==> src/rtl/conv_frame_ctrl_pkg.sv <==
// Shared definitions for the convolution frame sequencer, the line buffer
// and the top-level control.
//   CONV_KERNEL_SIZE : window edge length (only 3 is supported)
//   frame_state_e    : frame sequencer state encoding
package conv_frame_ctrl_pkg;

  localparam int CONV_KERNEL_SIZE = 3;

  typedef enum logic [1:0] {
    ST_IDLE  = 2'd0,
    ST_RUN   = 2'd1,
    ST_DRAIN = 2'd2,
    ST_DONE  = 2'd3
  } frame_state_e;

endpackage

==> src/rtl/conv_pos_counter.sv <==
// Raster position counter (row/column) for pixels entering the line buffer.
//   clk, rstb : clock, async active-low reset
//   clr_i     : synchronous clear to (0,0), wins over en_i
//   en_i      : advance one position in raster order
//   row_o     : current row
//   col_o     : current column
//   last_o    : position is the final pixel of the frame
module conv_pos_counter #(
  parameter int WIDTH  = 32,
  parameter int HEIGHT = 32,
  parameter int CNT_W  = 5
) (
  input  logic             clk,
  input  logic             rstb,
  input  logic             clr_i,
  input  logic             en_i,
  output logic [CNT_W-1:0] row_o,
  output logic [CNT_W-1:0] col_o,
  output logic             last_o
);

  logic [CNT_W-1:0] row_q, row_d;
  logic [CNT_W-1:0] col_q, col_d;
  logic             col_wrap;

  assign col_wrap = (col_q == CNT_W'(WIDTH - 1));
  assign last_o   = col_wrap && (row_q == CNT_W'(HEIGHT - 1));
  assign row_o    = row_q;
  assign col_o    = col_q;

  always_comb begin
    row_d = row_q;
    col_d = col_q;
    if (clr_i) begin
      row_d = '0;
      col_d = '0;
    end else if (en_i) begin
      if (col_wrap) begin
        col_d = '0;
        row_d = last_o ? '0 : row_q + CNT_W'(1);
      end else begin
        col_d = col_q + CNT_W'(1);
      end
    end
  end

  always_ff @(posedge clk or negedge rstb) begin
    if (!rstb) begin
      row_q <= '0;
      col_q <= '0;
    end else begin
      row_q <= row_d;
      col_q <= col_d;
    end
  end

endmodule

==> src/rtl/conv_frame_ctrl.sv <==
// Frame sequencer for the 3x3 convolution line buffer. Streams one
// WIDTH x HEIGHT frame from image memory into the buffer, honouring buffer
// stalls, and flags each cycle in which a full window is available.
//   clk, rstb   : clock, async active-low reset
//   start       : one-cycle frame request, ignored unless idle
//   buf_ready   : line buffer accepts a pixel this cycle
//   mem_rd_en   : image-memory read strobe (1-cycle read latency)
//   mem_rd_addr : raster read address
//   pix_valid   : memory data valid toward the buffer
//   win_valid   : one-cycle pulse, new window at (win_row, win_col)
//   res_addr    : result-memory address of the current window
//   busy, done  : frame in progress / end-of-frame pulse
//
// state    | meaning
// ST_IDLE  | waiting for start
// ST_RUN   | issuing reads
// ST_DRAIN | last read issued, waiting for the last pixel to be accepted
// ST_DONE  | one cycle before returning to idle
module conv_frame_ctrl
  import conv_frame_ctrl_pkg::*;
#(
  parameter int WIDTH       = 32,
  parameter int HEIGHT      = 32,
  parameter int KERNEL_SIZE = CONV_KERNEL_SIZE,
  parameter int ADDR_W      = 10
) (
  input  logic              clk,
  input  logic              rstb,
  input  logic              start,
  input  logic              buf_ready,
  output logic              mem_rd_en,
  output logic [ADDR_W-1:0] mem_rd_addr,
  output logic              pix_valid,
  output logic              win_valid,
  output logic [4:0]        win_row,
  output logic [4:0]        win_col,
  output logic [ADDR_W-1:0] res_addr,
  output logic              busy,
  output logic              done
);

  localparam int                RC_W      = 5;
  localparam int                EDGE      = KERNEL_SIZE - 1;
  localparam logic [ADDR_W-1:0] LAST_ADDR = ADDR_W'(WIDTH * HEIGHT - 1);

  frame_state_e      state_q, state_d;
  logic [ADDR_W-1:0] rd_addr_q, rd_addr_d;
  logic [ADDR_W-1:0] res_addr_q, res_addr_d;
  logic              pix_valid_q, pix_valid_d;
  logic              win_valid_q, win_valid_d;
  logic [RC_W-1:0]   win_row_q, win_row_d;
  logic [RC_W-1:0]   win_col_q, win_col_d;
  logic              busy_q, busy_d;
  logic              done_q, done_d;

  logic              start_ok;
  logic              accept;
  logic              win_hit;
  logic [RC_W-1:0]   p_row, p_col;
  logic              p_last;

  // The done pulse cycle is still treated as part of the frame, so a new
  // start is only taken once done has dropped.
  assign start_ok  = start && (state_q == ST_IDLE) && !done_q;
  assign accept    = pix_valid_q && buf_ready;
  assign win_hit   = accept && (p_row >= RC_W'(EDGE)) && (p_col >= RC_W'(EDGE));
  // A stalled pixel blocks the next read so the memory output is held.
  assign mem_rd_en = (state_q == ST_RUN) && (!pix_valid_q || buf_ready);

  conv_pos_counter #(
    .WIDTH  (WIDTH),
    .HEIGHT (HEIGHT),
    .CNT_W  (RC_W)
  ) u_pos (
    .clk    (clk),
    .rstb   (rstb),
    .clr_i  (start_ok),
    .en_i   (accept),
    .row_o  (p_row),
    .col_o  (p_col),
    .last_o (p_last)
  );

  always_comb begin
    state_d     = state_q;
    rd_addr_d   = rd_addr_q;
    res_addr_d  = res_addr_q;
    pix_valid_d = pix_valid_q;
    win_valid_d = 1'b0;
    win_row_d   = win_row_q;
    win_col_d   = win_col_q;

    unique case (state_q)
      ST_IDLE:  if (start_ok) state_d = ST_RUN;
      ST_RUN:   if (mem_rd_en && (rd_addr_q == LAST_ADDR)) state_d = ST_DRAIN;
      ST_DRAIN: if (accept && p_last) state_d = ST_DONE;
      ST_DONE:  state_d = ST_IDLE;
      default:  state_d = ST_IDLE;
    endcase

    if (mem_rd_en) begin
      rd_addr_d   = rd_addr_q + ADDR_W'(1);
      pix_valid_d = 1'b1;
    end else if (buf_ready) begin
      pix_valid_d = 1'b0;
    end

    if (win_hit) begin
      win_valid_d = 1'b1;
      win_row_d   = p_row - RC_W'(EDGE);
      win_col_d   = p_col - RC_W'(EDGE);
    end

    // Result address is the running window count; it moves on after each
    // pulse so it reads row*(WIDTH-2)+col during the pulse itself.
    if (win_valid_q) res_addr_d = res_addr_q + ADDR_W'(1);

    if (start_ok) begin
      rd_addr_d  = '0;
      res_addr_d = '0;
    end

    busy_d = (state_d != ST_IDLE);
    done_d = (state_q == ST_DONE);
  end

  always_ff @(posedge clk or negedge rstb) begin
    if (!rstb) begin
      state_q     <= ST_IDLE;
      rd_addr_q   <= '0;
      res_addr_q  <= '0;
      pix_valid_q <= 1'b0;
      win_valid_q <= 1'b0;
      win_row_q   <= '0;
      win_col_q   <= '0;
      busy_q      <= 1'b0;
      done_q      <= 1'b0;
    end else begin
      state_q     <= state_d;
      rd_addr_q   <= rd_addr_d;
      res_addr_q  <= res_addr_d;
      pix_valid_q <= pix_valid_d;
      win_valid_q <= win_valid_d;
      win_row_q   <= win_row_d;
      win_col_q   <= win_col_d;
      busy_q      <= busy_d;
      done_q      <= done_d;
    end
  end

  assign mem_rd_addr = rd_addr_q;
  assign res_addr    = res_addr_q;
  assign pix_valid   = pix_valid_q;
  assign win_valid   = win_valid_q;
  assign win_row     = win_row_q;
  assign win_col     = win_col_q;
  assign busy        = busy_q;
  assign done        = done_q;

endmodule

==> config.mk <==
export PLATFORM = sky130hd
export DESIGN_NAME = conv_frame_ctrl
export DESIGN_NICKNAME = d
export VERILOG_FILES = /design/src/rtl/conv_frame_ctrl_pkg.sv /design/src/rtl/conv_pos_counter.sv /design/src/rtl/conv_frame_ctrl.sv
export SDC_FILE = /design/constraint.sdc
export NUM_CORES = 1
export LEC_CHECK = 0
export CORE_UTILIZATION = 53
export DETAILED_ROUTE_END_ITERATION = 10
export HOLD_SLACK_MARGIN = 0.05
export PLACE_DENSITY = 0.76
export SLEW_MARGIN = 20
export SYNTH_ARGS = -nofsm -noshare
export SYNTH_HDL_FRONTEND = slang
export SYNTH_SLANG_ARGS = --single-unit
==> constraint.sdc <==
create_clock -name clk -period 1.9 [get_ports clk]
set_input_delay 0.475 -clock clk [delete_from_list [all_inputs] [get_ports clk]]
set_output_delay 0.475 -clock clk [all_outputs]
set_load 0.01 [all_outputs]
==> summary.md <==
| Metric | Value |
|---|---|
| Outcome | finished, final reports clean |
| Number of sinks handled by clock tree synthesis | between 40 and 50 |
| CP max FO | 7 |
| Gp weighted congestion | just under 0.8 |
| Hold Fails Final Rpt | 0 |
| Share of final-layout standard cells stronger than drive strength 1 | 0.1514 |
| Number of nets in the layout | between 200 and 300 |
| Final Skew | about 0.0073 ns |
| RSZ-0062 raised after global routing | no |
| Count of placed standard cells including taps | between 300 and 400 |
| Buffer type at the clock tree root | sky130_fd_sc_hd__clkbuf_8 |
| Max VDD drop | 0.7422 mV |
| Worst slew margin relative to its limit | 0.7577 |
| Clock tree from TritonCTS | built |
| Pleak | ~1.3 nW |
| GRT Util Overall | 0.2141 |
| Number of antenna violations at the first check in global routing | 0 |
| Count of buffering cells on the critical path with inverters included | 1 |
| Final period demand of the worst path | roughly 1.8 ns |
| Register bit total from synthesis | 46 |
| Seq/Total Area, Yosys | 0.5016 |
| Final Cycle Share | 0.9648 |
| Number of nets produced by synthesis | 242 |
| Area of the mapped netlist | 2295 um2 |
| Post-DRT Antenna Nets | 0 |
| Final setup vio count | 0 |
| Highest-delay cell along the critical path | sky130_fd_sc_hd__clkdlybuf4s50_1 |
| DRC errors left | 0 |
| # hold bufs at CTS | 0 |
| Layout Cells excl Fill | approximately 330 |
| Count of maximum capacitance violations | 0 |
| Data arrival time of the worst path | roughly 1.4 ns |
| P&R area growth vs syn | 29.61% |
| DR pass1 iterations | 4 |
| Transition time at the pin with the least slew margin | ~0.36 ns |
| Power density over cell area | between 1000 and 1500 nW/um2 |
| Launching element type of the critical path | register |
| Maximum buffer depth of the clock tree | 2 |
| Critical Path RT | ~1.4 ns |
| Number of top-level pins | 39 |
| Die height | 67.80 um |
| Clock-pin slew on the worst setup and hold paths | 0.09 ns |
| Mapped Avg Cell Area | about 10 um2 |
| Ant. Diodes | 0 |
| Core region area | just over 4000 um2 |
| Pre-CTS worst setup slack | -0.3523 ns |
| Unique masters post-synth | 35 |
| Global-route wire length before repair | between 7000 and 8000 um |
| Drt first-iter violations | 45 |
| Core Rows | 23 |
| Final routed wirelength across all metal layers | about 4500 um |
| Top Family by Delay on Critical Path | buffers and inverters |
| Cell breakdown of the critical path | clkdlybuf4s50_1 |
| Final worst setup slack | about 0.067 ns |
| Clock insertion delay at the later pin of the skew report | about 0.3 ns |
| Average via count per standard cell | 5.389 |
| Final routed wire length divided by cell count | between 10 and 15 um |
| Global route total overflow | 0 |
| Die Outline Area | 4597 um2 |
| Port Buffer Count | 38 |
| Pin count of the biggest net entering global routing | 47 |
| Sort of element at the end of the critical path | output port |
| CP peak stage delay | between 0.5 and 0.6 ns |
| Die outline width | approximately 68 um |
| Gate count of the mapped netlist | around 230 |
| Maximum clock frequency | about 550 MHz |
| Critical Setup Path Class | register to output port |
| Post-CTS Setup Bufs | 0 |
| Worst hold path class | input pin to asynchronous set/reset pin |
| Final slew viol count | 0 |
| DPL Wire Length | approximately 3100 um |
| Starting density of the core | 0.5615 |
| H-tree depth | 2 |
| Vias post-DR | between 1500 and 2000 |
| Clock buffer count from CTS | 5 |
| Number of global-route vias before repair | about 1700 |
| Synth Warn # | 0 |
[report_power, final]
part	switching, W	internal (W)	total, W
clock	0.000326	0.000292	0.000618
combinational	0.000436	0.000547	0.000983
sequential	0.000217	0.00117	0.00139
total	0.000979	0.00201	0.00299
[cell type report]
class	instances	area, um2
clock buffers	6	82.58
clock inverters	2	12.51
fillers	306	1112
inverters	8	30.03
multi-input cells	165	1096
flip-flops and latches	46	1152
well taps	50	62.56
repair buffers	57	538.0
[path summary, 6_finish.rpt]
check	start	endpoint	slack, ns	cells past startpoint
max in group asynchronous	rstb	u_pos.col_o[0]	1.53	2
min in group clk	win_row[0]	win_row[0]	0.51	1
hold reg to reg	win_row[0]	win_row[0]	0.51	1
setup / recovery	win_valid	win_valid	0.07	1
hold / removal	rstb	res_addr[4]	0.14	2
setup reg to reg	u_pos.col_o[0]	u_pos.col_o[3]	0.09	5
[logic make-up (layout without fill, tap and decap cells)]
| family | Yosys count | in the layout | synth area share |
|---|---|---|---|
| compound gates | 34 | 34 | 0.09651 |
| xor+xnor | 15 | 15 | 0.05725 |
| fa+ha+maj | 12 | 12 | 0.06543 |
| buf+inv | 15 | 73 | 0.02508 |
| flops | 46 | 46 | 0.5016 |
| mux | 11 | 11 | 0.05125 |
| simple gates | 93 | 93 | 0.2028 |
[per-stage QoR]
stage / setup TNS [ns] / area, um2 / utilization / power, W / hold WS, ns
after floorplan: 0 / 2295 / - / 0.001885 / 0.1794
after global placement: -1.842 / 2878 / 0.7042 / 0.002355 / 0.4780
after detailed placement: -2.029 / 2878 / 0.7042 / 0.002388 / 0.4727
after CTS: 0 / 2977 / 0.7284 / 0.003023 / 0.1459
after global routing: 0 / 2974 / 0.7278 / 0.003181 / 0.1662
final: 0 / 2974 / 0.7278 / 0.002990 / 0.1432
[per-layer routing]
metal  global-route usage  vias to the layer above  wire (um)
met1               0.2713                      859       2138
li1                     -                      897          -
met3              0.04054                        7        159
met5                    0                        -          0
met2               0.3502                       37       2150
met4               0.1016                        0         78
[state kept, by name, summed over array words and instances (netlist names)]
signal,count
mem_rd_addr,10
res_addr,10
u_pos.col_o,5
u_pos.row_o,5
win_col,5
win_row,5
state_q,2
busy,1
done,1
pix_valid,1
win_valid,1
[cell usage after synthesis]
master / count / area share
sky130_fd_sc_hd__o221ai_1: 1 / 0.0038
sky130_fd_sc_hd__a31o_2: 1 / 0.0038
sky130_fd_sc_hd__or3_4: 1 / 0.0049
sky130_fd_sc_hd__and2_1: 2 / 0.0055
sky130_fd_sc_hd__or3_1: 5 / 0.014
sky130_fd_sc_hd__o21ai_0: 9 / 0.020
sky130_fd_sc_hd__a21oi_1: 15 / 0.033
sky130_fd_sc_hd__clkbuf_1: 6 / 0.0098
sky130_fd_sc_hd__o32a_1: 1 / 0.0044
sky130_fd_sc_hd__nor2_1: 24 / 0.039
sky130_fd_sc_hd__ha_1: 12 / 0.065
sky130_fd_sc_hd__a2111oi_4: 1 / 0.012
sky130_fd_sc_hd__and4_1: 1 / 0.0038
sky130_fd_sc_hd__nor2b_1: 1 / 0.0027
sky130_fd_sc_hd__inv_1: 8 / 0.013
sky130_fd_sc_hd__nor3_1: 11 / 0.024
sky130_fd_sc_hd__xnor2_1: 8 / 0.031
sky130_fd_sc_hd__dfrtp_1: 46 / 0.50
sky130_fd_sc_hd__nor2_4: 1 / 0.0049
sky130_fd_sc_hd__nand2b_1: 7 / 0.019
sky130_fd_sc_hd__and3_1: 2 / 0.0055
sky130_fd_sc_hd__or4_1: 1 / 0.0033
sky130_fd_sc_hd__buf_2: 1 / 0.0022
sky130_fd_sc_hd__o22a_1: 1 / 0.0038
sky130_fd_sc_hd__o31ai_1: 4 / 0.013
sky130_fd_sc_hd__nor3b_1: 2 / 0.0065
sky130_fd_sc_hd__mux2_2: 6 / 0.029
sky130_fd_sc_hd__mux2i_1: 5 / 0.022
sky130_fd_sc_hd__xor2_1: 7 / 0.027
sky130_fd_sc_hd__nand3_1: 7 / 0.015
sky130_fd_sc_hd__nand2_1: 21 / 0.034
sky130_fd_sc_hd__nor4_1: 2 / 0.0055
sky130_fd_sc_hd__nor4b_1: 1 / 0.0038
sky130_fd_sc_hd__nand4_1: 4 / 0.011
sky130_fd_sc_hd__a211oi_1: 1 / 0.0033
[layout by cell type, fill, tap and decap left out, drive strengths merged, types with 8 or more instances in the layout]
cell type	count
a21oi	15
dfrtp	46
nor3	11
inv	8
nor2	25
o21ai	9
buf	21
xnor2	8
nand2	21
ha	12
clkdlybuf4s50	36
[what timing repair did]
item                                    4_1_cts  5_1_grt
pin swaps                                     0        2
endpoints found under the setup margin        1       13
resized for setup                             4        3
Note: power is estimated with default switching activity, not from simulation.
==> patch: new RTL, same flow settings <==
`res_addr_q` no longer has a reset.
--- a/src/rtl/conv_frame_ctrl.sv
+++ b/src/rtl/conv_frame_ctrl.sv
@@ -128,7 +128,6 @@
     if (!rstb) begin
       state_q     <= ST_IDLE;
       rd_addr_q   <= '0;
-      res_addr_q  <= '0;
       pix_valid_q <= 1'b0;
       win_valid_q <= 1'b0;
       win_row_q   <= '0;
@@ -138,7 +137,6 @@
     end else begin
       state_q     <= state_d;
       rd_addr_q   <= rd_addr_d;
-      res_addr_q  <= res_addr_d;
       pix_valid_q <= pix_valid_d;
       win_valid_q <= win_valid_d;
       win_row_q   <= win_row_d;
@@ -146,6 +144,10 @@
       busy_q      <= busy_d;
       done_q      <= done_d;
     end
+  end
+
+  always_ff @(posedge clk) begin
+    res_addr_q <= res_addr_d;
   end
 
   assign mem_rd_addr = rd_addr_q;
Check against the original RTL: no difference found for any inputs over 10 cycles, from zero or initial values and one cycle with rstb low; that may be too few to reach the edited logic, so the function may still have changed.
==> patch against the original RTL <==
Count of clock-buffer cells in the layout is the same. Largest cell class unchanged. Setup slack better by 3.6 ps. Sequential cell count unchanged. Worst hold slack better by 360 ps. Highest routed layer unchanged. Die area fell by 1.5%. Critical endpoint is now mem_rd_addr[2]. Routed wire length fell by 4.3%. Sequential power is 5% lower. Design area decreased by 1.9%. Non-clock buffer count is 2 higher. Area after synthesis is 1.5% lower. Synthesized cell count rose by 1.3%. Critical path type unchanged. Total power decreased by 4.2%.
==> patch: results (changes against the original RTL) <==
INFO  status         run_status=finished clean [unchanged]
INFO  drt            routed_wirelength=4330µm [was 4530 µm]
INFO  placed_design  cell_area_placed=0.00283mm² [was 0.00288 mm²]
INFO  finish         fillers=318 [was 306]
INFO  hold_path      worstHoldPathType=flop to flop [was input port to asynchronous set/reset pin]
INFO  synth          synth.mux.area_fraction=1.33% [was 5.13%]
INFO  finish         share_of_layout_cells_above_drive_strength_1=12.8% [was 15.1%]
INFO  placed_design  dp_cells=330 [was 326]
INFO  placed_design  gp_congestion=0.755 [was 0.786]
INFO  placed_design  place.detailed.hpwl=3050µm [was 3130 µm]
INFO  clock_tree     cts.repair.resized=1 [was 4]
INFO  synth          synth_compound_gate_area_share=13.0% [was 9.65%]
INFO  drt            met2WireLength=1950µm [was 2150 µm]
INFO  synth          synth.distinct_cells=42 [was 35]
INFO  grt            grt_max_degree=37 [was 47]
INFO  synth          xor_xnor_fraction_of_synth_area=6.59% [was 5.73%]
INFO  synth          ys_top_cells_by_area=sky130_fd_sc_hd__dfrtp_1, sky130_fd_sc_hd__dfxtp_1, sky130_fd_sc_hd__ha_1 [was sky130_fd_sc_hd__dfrtp_1, sky130_fd_sc_hd__ha_1, sky130_fd_sc_hd__nor2_1]
INFO  synth          synth_top_cells_by_count=sky130_fd_sc_hd__dfrtp_1, sky130_fd_sc_hd__nor2_1, sky130_fd_sc_hd__o21ai_0 [was sky130_fd_sc_hd__dfrtp_1, sky130_fd_sc_hd__nor2_1, sky130_fd_sc_hd__nand2_1]
INFO  power          combinationalPowerShare=33.4% [was 32.9%]
INFO  grt            met1_usage=29.2% [was 27.1%]
INFO  finish         final_nets=303 [was 299]
INFO  synth          sequential_to_total_area_share_from_yosys_stat=48.7% [was 50.2%]
INFO  grt            global_route.usage.met2=34.3% [was 35.0%]
INFO  finish         final_standard_cell_area_without_fillers=0.00292mm² [was 0.00297 mm²]
INFO  power          total_switching_power=974µW [was 979 µW]
INFO  synth          synth_fa_ha_area_share=6.64% [was 6.54%]
INFO  sta            skew_final=9.56ps [was 7.26 ps]
INFO  power          power.density_cell_area=982mW/mm² [was 1010 mW/mm²]
INFO  synth          synthesized_netlist_net_count=245 [was 242]
INFO  grt            total_grt_usage=22.3% [was 21.4%]
INFO  sta            slew_headroom=70.1% [was 75.8%]
INFO  synth          syn-instance-count=229 [was 226]
INFO  power          vdd.ir_drop.worst=0.608mV [was 0.742 mV]
INFO  grt            first_global_vias=1623 [was 1678]
INFO  power          pwr.group.sequential=1.32mW [was 1.39 mW]
INFO  drt            met3_wirelength=182µm [was 159 µm]
INFO  drt            wire_per_inst=12.8µm [was 13.6 µm]
INFO  drt            via_count_of_the_routed_design=1803 [was 1800]
INFO  drt            routedLengthMet1=2120µm [was 2140 µm]
INFO  synth          postSynth.asyncResetShare=78.3% [was 100%]
INFO  drt            detail_route.iter0.violations=97 [was 45]
## patch: cell types whose count changed in the layout (fill, tap and decap cells not counted), sizes merged, moves of 4 or more
cell	delta
o21ai	+13
nand2b	-5
dfxtp	+10
dfrtp	-10
mux2	-6
nand2	-5
or3	-4
## patch: final cells by class
cell class	count	share of cell area, %
Clock buffer	6	2.49
Clock inverter	2	0.472
Inverter	10	1.29
Multi-Input combinational cell	165	37.1
Sequential cell	46	37.8
Tap cell	50	2.15
Timing Repair Buffer	59	18.7
## patch: worst paths after layout
path | startpoint | to | slack [ps] | depth (start not counted)
worst max-delay path | mem_rd_addr[2] | mem_rd_addr[2] | 70 | 1
worst min-delay path | win_col[0] | win_col[0] | 500 | 2
worst max register to register | u_pos.col_o[1] | u_pos.col_o[3] | 120 | 5
worst min register to register | win_col[0] | win_col[0] | 500 | 2
max in group asynchronous | rstb | u_pos.col_o[1] | 970 | 2
min in group asynchronous | rstb | win_valid | 590 | 2
